<file path="src/rtl/dist_arbiter_pkg.sv">
// dist_arbiter_pkg: shared FSM encoding and constants for dist_arbiter
//   state_t  - arbiter FSM states
//   PT_W     - width of one {x,y,z} single-precision point
//   NAN_F32  - quiet NaN loaded into res on a timed-out operation
package dist_arbiter_pkg;
    typedef enum logic [1:0] {IDLE, ISSUE, WAIT, DONE} state_t;
    localparam int PT_W = 96;
    localparam logic [31:0] NAN_F32 = 32'h7FC00000;
endpackage

</file>
<file path="src/rtl/dist_arbiter_rr_arb2.sv">
// rr_arb2: two-way round-robin selector with last-grant pointer
//   CLK    in  clock
//   RST    in  asynchronous active-low reset, pointer resets to 1
//   req    in  {req1, req0}
//   upd    in  load the pointer with upd_id
//   upd_id in  requester that was just served
//   sel    out winning requester (0/1), meaningful only when req != 0
module rr_arb2 (
    input  logic       CLK,
    input  logic       RST,
    input  logic [1:0] req,
    input  logic       upd,
    input  logic       upd_id,
    output logic       sel
);
    logic last;
    always_ff @(posedge CLK or negedge RST)
        if (!RST) last <= 1'b1;
        else if (upd) last <= upd_id;
    // with both requesting, the one not served last wins
    assign sel = (req[0] && req[1]) ? ~last : req[1];
endmodule

</file>
<file path="src/rtl/dist_arbiter.sv">
// dist_arbiter: two-requester round-robin front end for a shared distance core
//   CLK, RST            clock, asynchronous active-low reset
//   req0/req1           level requests; pa*/pb* operand points sampled at grant
//   gnt0/gnt1           high while that requester's operation is in flight
//   done0/done1         one-cycle result pulse (suppressed if req dropped)
//   res                 shared result, held until the next completion
//   err                 timeout pulse with done (DIST_TIMEOUT_EN only, else 0)
//   dc_rst_n            core start/clear, low except during WAIT
//   dc_a/dc_b, dc_res, dc_rdy  distance core interface
// Macro DIST_TIMEOUT_EN enables the WAIT timeout (TIMEOUT_CYCLES).
module dist_arbiter
    import dist_arbiter_pkg::*;
#(
    parameter int TIMEOUT_CYCLES = 255,
    parameter int RST_LOW_CYCLES = 2
) (
    input  logic            CLK,
    input  logic            RST,
    input  logic            req0,
    input  logic            req1,
    input  logic [PT_W-1:0] pa0,
    input  logic [PT_W-1:0] pb0,
    input  logic [PT_W-1:0] pa1,
    input  logic [PT_W-1:0] pb1,
    output logic            gnt0,
    output logic            gnt1,
    output logic            done0,
    output logic            done1,
    output logic [31:0]     res,
    output logic            err,
    output logic            dc_rst_n,
    output logic [PT_W-1:0] dc_a,
    output logic [PT_W-1:0] dc_b,
    input  logic [31:0]     dc_res,
    input  logic            dc_rdy
);
    localparam int RC_W = RST_LOW_CYCLES > 1 ? $clog2(RST_LOW_CYCLES) : 1;
    state_t st;
    logic cur, sel, tmo;
    logic [RC_W-1:0] rcnt;
    rr_arb2 u_arb (
        .CLK    (CLK),
        .RST    (RST),
        .req    ({req1, req0}),
        .upd    (st == DONE),
        .upd_id (cur),
        .sel    (sel)
    );
`ifdef DIST_TIMEOUT_EN
    localparam int TC_W = $clog2(TIMEOUT_CYCLES + 1);
    logic [TC_W-1:0] tcnt;
    assign tmo = !dc_rdy && tcnt == TC_W'(TIMEOUT_CYCLES - 1);
`else
    assign tmo = 1'b0;
    assign err = 1'b0;
`endif
    always_ff @(posedge CLK or negedge RST) begin
        if (!RST) begin
            st       <= IDLE;
            cur      <= 1'b0;
            rcnt     <= '0;
            gnt0     <= 1'b0;
            gnt1     <= 1'b0;
            done0    <= 1'b0;
            done1    <= 1'b0;
            res      <= '0;
            dc_rst_n <= 1'b0;
            dc_a     <= '0;
            dc_b     <= '0;
`ifdef DIST_TIMEOUT_EN
            err      <= 1'b0;
            tcnt     <= '0;
`endif
        end else begin
            done0 <= 1'b0;
            done1 <= 1'b0;
`ifdef DIST_TIMEOUT_EN
            err   <= 1'b0;
`endif
            case (st)
                IDLE: if (req0 || req1) begin
                    cur  <= sel;
                    gnt0 <= !sel;
                    gnt1 <= sel;
                    dc_a <= sel ? pa1 : pa0;
                    dc_b <= sel ? pb1 : pb0;
                    rcnt <= '0;
`ifdef DIST_TIMEOUT_EN
                    tcnt <= '0;
`endif
                    st   <= ISSUE;
                end
                // dc_rdy is deliberately not looked at here: it may still be
                // high from the previous operation until the clear takes hold
                ISSUE: if (rcnt == RC_W'(RST_LOW_CYCLES - 1)) begin
                    dc_rst_n <= 1'b1;
                    st       <= WAIT;
                end else rcnt <= rcnt + RC_W'(1);
                WAIT: begin
                    if (dc_rdy || tmo) begin
                        res      <= dc_rdy ? dc_res : NAN_F32;
                        done0    <= !cur && req0;
                        done1    <= cur && req1;
                        dc_rst_n <= 1'b0;
                        st       <= DONE;
                    end
`ifdef DIST_TIMEOUT_EN
                    err  <= tmo && (cur ? req1 : req0);
                    tcnt <= tcnt + TC_W'(1);
`endif
                end
                DONE: begin
                    gnt0 <= 1'b0;
                    gnt1 <= 1'b0;
                    st   <= IDLE;
                end
                default: st <= IDLE;
            endcase
        end
    end
endmodule

</file>
<file path="config.mk">
export PLATFORM = sky130hd
export DESIGN_NAME = dist_arbiter
export DESIGN_NICKNAME = d
export VERILOG_FILES = /design/src/rtl/dist_arbiter_pkg.sv /design/src/rtl/dist_arbiter_rr_arb2.sv /design/src/rtl/dist_arbiter.sv
export SDC_FILE = /design/constraint.sdc
export NUM_CORES = 1
export LEC_CHECK = 0
export ABC_CLOCK_PERIOD_IN_PS = 2750
export CORE_AREA = 2 2 254 256
export DETAILED_ROUTE_END_ITERATION = 10
export DIE_AREA = 0 0 256 258
export GPL_TIMING_DRIVEN = 0
export SYNTH_ARGS = -nofsm -noshare
export SYNTH_HDL_FRONTEND = slang
export SYNTH_SLANG_ARGS = --single-unit
</file>
<file path="constraint.sdc">
create_clock -name CLK -period 2.75 [get_ports CLK]
set_clock_uncertainty 0.15 [all_clocks]
set_input_delay 0.275 -clock CLK [delete_from_list [all_inputs] [get_ports CLK]]
set_output_delay 0.275 -clock CLK [all_outputs]
set_load 0.1 [all_outputs]
</file>
; ---- After elaboration in Yosys (flattened, before gate mapping)
; Cells that the tools add are included.
[op_classes]
n_eq_ne = 6
mux = 21
n_bitwise = 1
reduce_logical = 16
addsub = 1
[ops]
columns = cell, n
row1 = $mux 96, 2
row2 = $mux 1, 11
row3 = $pmux 1 s2, 4
row4 = $pmux 2 s4, 1
row5 = $reduce_and 2->1, 4
row6 = $mux 2, 3
row7 = $ne 2x2->1 const B, 3
row8 = $reduce_and 3->1, 2
row9 = $reduce_bool 2->1, 3
row10 = $eq 2x2->1 const B, 2
row11 = $logic_and 1x1->1, 3
row12 = $eq 2x1->1 const B, 1
row13 = $logic_not 1->1, 2
row14 = $logic_not 2->1, 1
row15 = $add 1x1->1 const B, 1
row16 = $logic_or 1x1->1, 1
row17 = $not 1->1, 1
[word_totals]
word_cells = 57
out_inout_bits = 230
input_bits = 421
regBits = 234

; ---- Logic depth before layout (Yosys ltp)
[depth]
word_depth = 5
mapped_depth = 7
ltp_nobuf = 5

; ---- By module
; From an unflattened synthesis, not the netlist that was laid out.
[unflattened]
hier_cells = 948
area_unflattened_um2 = 10570.1
[by_module_without_submodules]
columns = module, cells_per_inst, seq_area_each_um2, area_each_um2, instances
row1 = dist_arbiter, 945, 5830.6, 10521.3, 1
row2 = rr_arb2, 3, 26.3, 48.8, 1

; ---- Least setup slack after synthesis
; OpenSTA, ideal clock, no wires.
[synth_timing]
kind = register to register
startpoint = register st[0]
endpoint = register st[1]
period_less_slack_ns = 1.792
path_buffers = 0
setup_ns = 0.125
stages_incl_launch_ff = 6
arrival_time_ns = 1.517
path_slack_ns = 0.958
required_ns = 2.475
path_cell_list = dfrtp_1 inv_1 ha_1 nor3b_1 nor3_1 mux2_2
[synth_between]
elab_chain_len = 3
word_cells_on_any_way = 9
cone_classes = eq/ne: 6 / mux: 1 / reduce/logical: 2
[synth_rtl]
columns = item, line
row1 = start: declaration, dist_arbiter.sv:38  ; state_t st;
row2 = start signal: assignment, dist_arbiter.sv:59  ; st <= IDLE;
row3 = start signal: assignment, dist_arbiter.sv:91  ; st <= ISSUE;
row4 = start signal: assignment, dist_arbiter.sv:97  ; st <= WAIT;
row5 = "$eq 2x1->1, or another cell as far along", dist_arbiter.sv:80  ; case (st)
row6 = $ne 2x2->1 (no source line), -
row7 = $reduce_and 3->1 (no source line), -
; Several ways; a longest one is shown, not always the timed one.
; A chain may end at the register's enable or synchronous reset.

; ---- Worst setup path in the final report
[layout_timing]
startpoint = register dc_a[91]
endpoint = output port dc_a[91]
[layout_rtl]
columns = item, line
row1 = start: declaration, dist_arbiter.sv:32  ; output logic [PT_W-1:0] dc_a,
row2 = start signal: assignment, dist_arbiter.sv:85  ; dc_a <= sel ? pa1 : pa0;
; No word-level cell between the ends.

==> results.md <==
- Status: finished clean
- Cell family with most CP delay: buffers and inverters
- Fillcell total: 6666
- DRC viols: 0
- DPL Wire Length: 41410 um
- Crit path capture type: output port
- Max-Slew Margin vs Limit: 24.96%
- Hold Path Stages: 3
- Crit-path max FO: 2
- Initial core utilization: 16.24%
- Reg clk slew, reported paths: 0.06 ns
- Async set-reset flop share out of synthesis: 100.0%
- Crit-path slowest cell: clkdlybuf4s50_1
- Final worst path period need: 2.640 ns
- IO Count: 651
- Mapped Nets: 1593
- Buf/Inv on CP: 1
- Synth unique cells: 27
- Post-synthesis instance total: 1166
- Die X: ~260 um
- EDFF count, synth: 0
- Clock tree from TritonCTS: built
- Max-Cap Viols: 0
- H-tree levels: 1
- Post-Route WL: ~53000 um
- FF+latch area: 5857 um2
- Met3 WL: 4171 um
- GP Congestion: 0.9877
- Post-synthesis sequential area ratio: 56.65%
- Max layer used: met5
- Root buffer cell: clkbuf_16
- Area of the multi-input gates: 4021 um2
- # Post-CTS Setup Buffers: 0
- PortBufs: ~650
- Final global-route overflow total: 0
- Worst reg2reg setup slack: approximately 0.25 ns
- Crit-path max cell delay: 1.19 ns
- Final Max Slew Viols: 0
- Worst reg2reg endpoint: dc_b[5]
- Vias in the first global route: 11979
- Initial antenna violation count: 2
- Starting DRT DRC Count: 669
- Yosys reg bits: 234
- Final-stage net count: 2277
- Drt wl/cell: 19.26 um
- Post-synthesis average cell area: 8.867 um2
- Hold Path End: dc_a[48]
- Total track usage: 15.12%
- Startpoint Class: register
- Worst Path Arrival: ~2.2 ns
- Post-DRT Antenna Nets: 0
- Post-Layout Cell Count: 2729
- Area growth syn-to-layout: 83.76%
- Via/cell ratio: 4.203
- Chip height: roughly 260 um
- Post-Syn Area: 10340 um2
- Crit share post-route: 95.98%
- Vias: between 10000 and 15000
- RSZ-0062 raised after global routing: false
- Setup violations, final: 0
- Worst min path class: in2reg
- Yosys warnings: 0
- Worst Reg-to-Reg Cells: 7
- Met2 WL: ~26000 um
- Main synth FF type: dfrtp_1
- Met1 WL: 20090 um
- Critical Path RT: roughly 2.3 ns
- Crit path cell chain: clkdlybuf4s50_1
- HP Start: pa0[48]
- Worst-Margin Slew: 1.122 ns
- Highest clock rate: ~380 MHz
- Clk Latency, worst-skew pair: about 0.58 ns
- First-pass iteration count of the detailed router: 5
- Final hold vios: 0
- Worst r2r src: st[0]
- Largest net degree at the start of global routing: between 100 and 150
- Layout cells sized above 1: 8.329%
- Clock buffer depth: 3
- First-pass GRT wire length: between 70000 and 80000 um
- Total die area: 66050 um2
- Clk sinks: 234
- Core area: 63650 um2
- # rows: 93
- Critical path class: reg2out
- Placed Cells incl. Taps: 2671
- CTS buffer count: 29
metrics by stage:
step / setup slack (ns) / hold WS [ns] / area (um2) / TNS (ns) / utilization (%)
2_1_floorplan: 0.9581 / -0.1706 / 10340 / 0 / -
3_3_place_gp: -9.408 / 0.3182 / 17890 / -2185.46 / 28.11
3_5_place_dp: -0.1463 / -0.009319 / 17950 / -0.1463 / 28.21
4_1_cts: 0.03857 / 0.03266 / 19000 / 0 / 29.84
5_1_grt: 0.05092 / 0.06144 / 19000 / 0 / 29.84
6_report: 0.1104 / 0.07593 / 19000 / 0 / 29.85
placed cells by master, fill, tap and decap left out, types with 2 or more instances in the layout:
master             n
a21oi_1          384
buf_1              3
buf_16             2
buf_2             50
buf_4             15
bufinv_16          4
clkbuf_1          27
clkbuf_16         29
clkbuf_8           5
clkdlybuf4s50_1  647
clkinv_2           7
dfrtp_1          233
dlygate4sd3_1      2
ha_1               6
inv_1              3
mux2_2            34
nand2_1          198
nand2b_1           2
nor2_1           195
nor2b_1            3
o21ai_0            4
o31ai_1            2
cells by family after synthesis:
logic type | Yosys count | synth area share (%)
compound gates | 396 | 19.42
fa+ha+maj | 6 | 0.7261
buf+inv | 92 | 4.490
flops | 234 | 56.65
mux | 35 | 3.800
other cells | 1 | 0.03627
simple gates | 402 | 14.87
synth_stat cells (2+ instances only):
master / count / area, um2
a21oi_1: 385 / 1927
nor2b_1: 3 / 18.77
o31ai_1: 2 / 15.01
buf_2: 50 / 250.2
ha_1: 6 / 75.07
buf_4: 15 / 112.6
buf_1: 3 / 11.26
dfrtp_1: 233 / 5831
nor2_1: 195 / 732.0
clkbuf_1: 21 / 78.83
nand2_1: 198 / 743.2
inv_1: 3 / 11.26
nand2b_1: 2 / 12.51
o21ai_0: 4 / 20.02
mux2_2: 34 / 382.9
how the worst max path moves through the flow:
stage | from | endpoint | depth (start not counted)
2_1_floorplan | st[0] | st[1] | 5
3_3_place_gp | RST | res[1] | 1
3_5_place_dp | req1 | dc_a[2] | 6
4_1_cts | dc_b[3] | dc_b[3] | 1
5_1_grt | st[0] | dc_b[33] | 7
6_report | dc_a[91] | dc_a[91] | 1
state kept, by name, indices dropped and copies added (netlist names):
signal,cells
cur,1
gnt1,1
res,32
dc_a,96
dc_rst_n,1
done0,1
u_arb.last,1
done1,1
gnt0,1
st,2
rcnt,1
dc_b,96
repair_timing:
item	4_1_cts	5_1_grt
hold buffers	3	0
resized for setup	1	0
endpoints found under the setup margin	1	0
endpoints found under the hold margin	236	0
routing by layer:
layer | vias to the layer above | track usage (%)
met1 | 5552 | 16.86
met4 | 4 | 5.539
met3 | 91 | 4.535
met2 | 552 | 27.15
li1 | 5271 | -
met5 | - | 0
cell type report:
class,count,share of cell area [%]
Timing Repair Buffer,653,34.67
Sequential cell,234,30.83
Multi-Input combinational cell,840,21.17
Tap cell,855,5.631
Clock buffer,40,4.301
Buffer,89,2.384
Clock inverter,14,0.9484
Inverter,3,0.05927
Antenna cell,1,0.01317
Power is left out: the tool's default activity adds up to more than one toggle a clock period on the data nets, which glitch-free logic cannot reach.
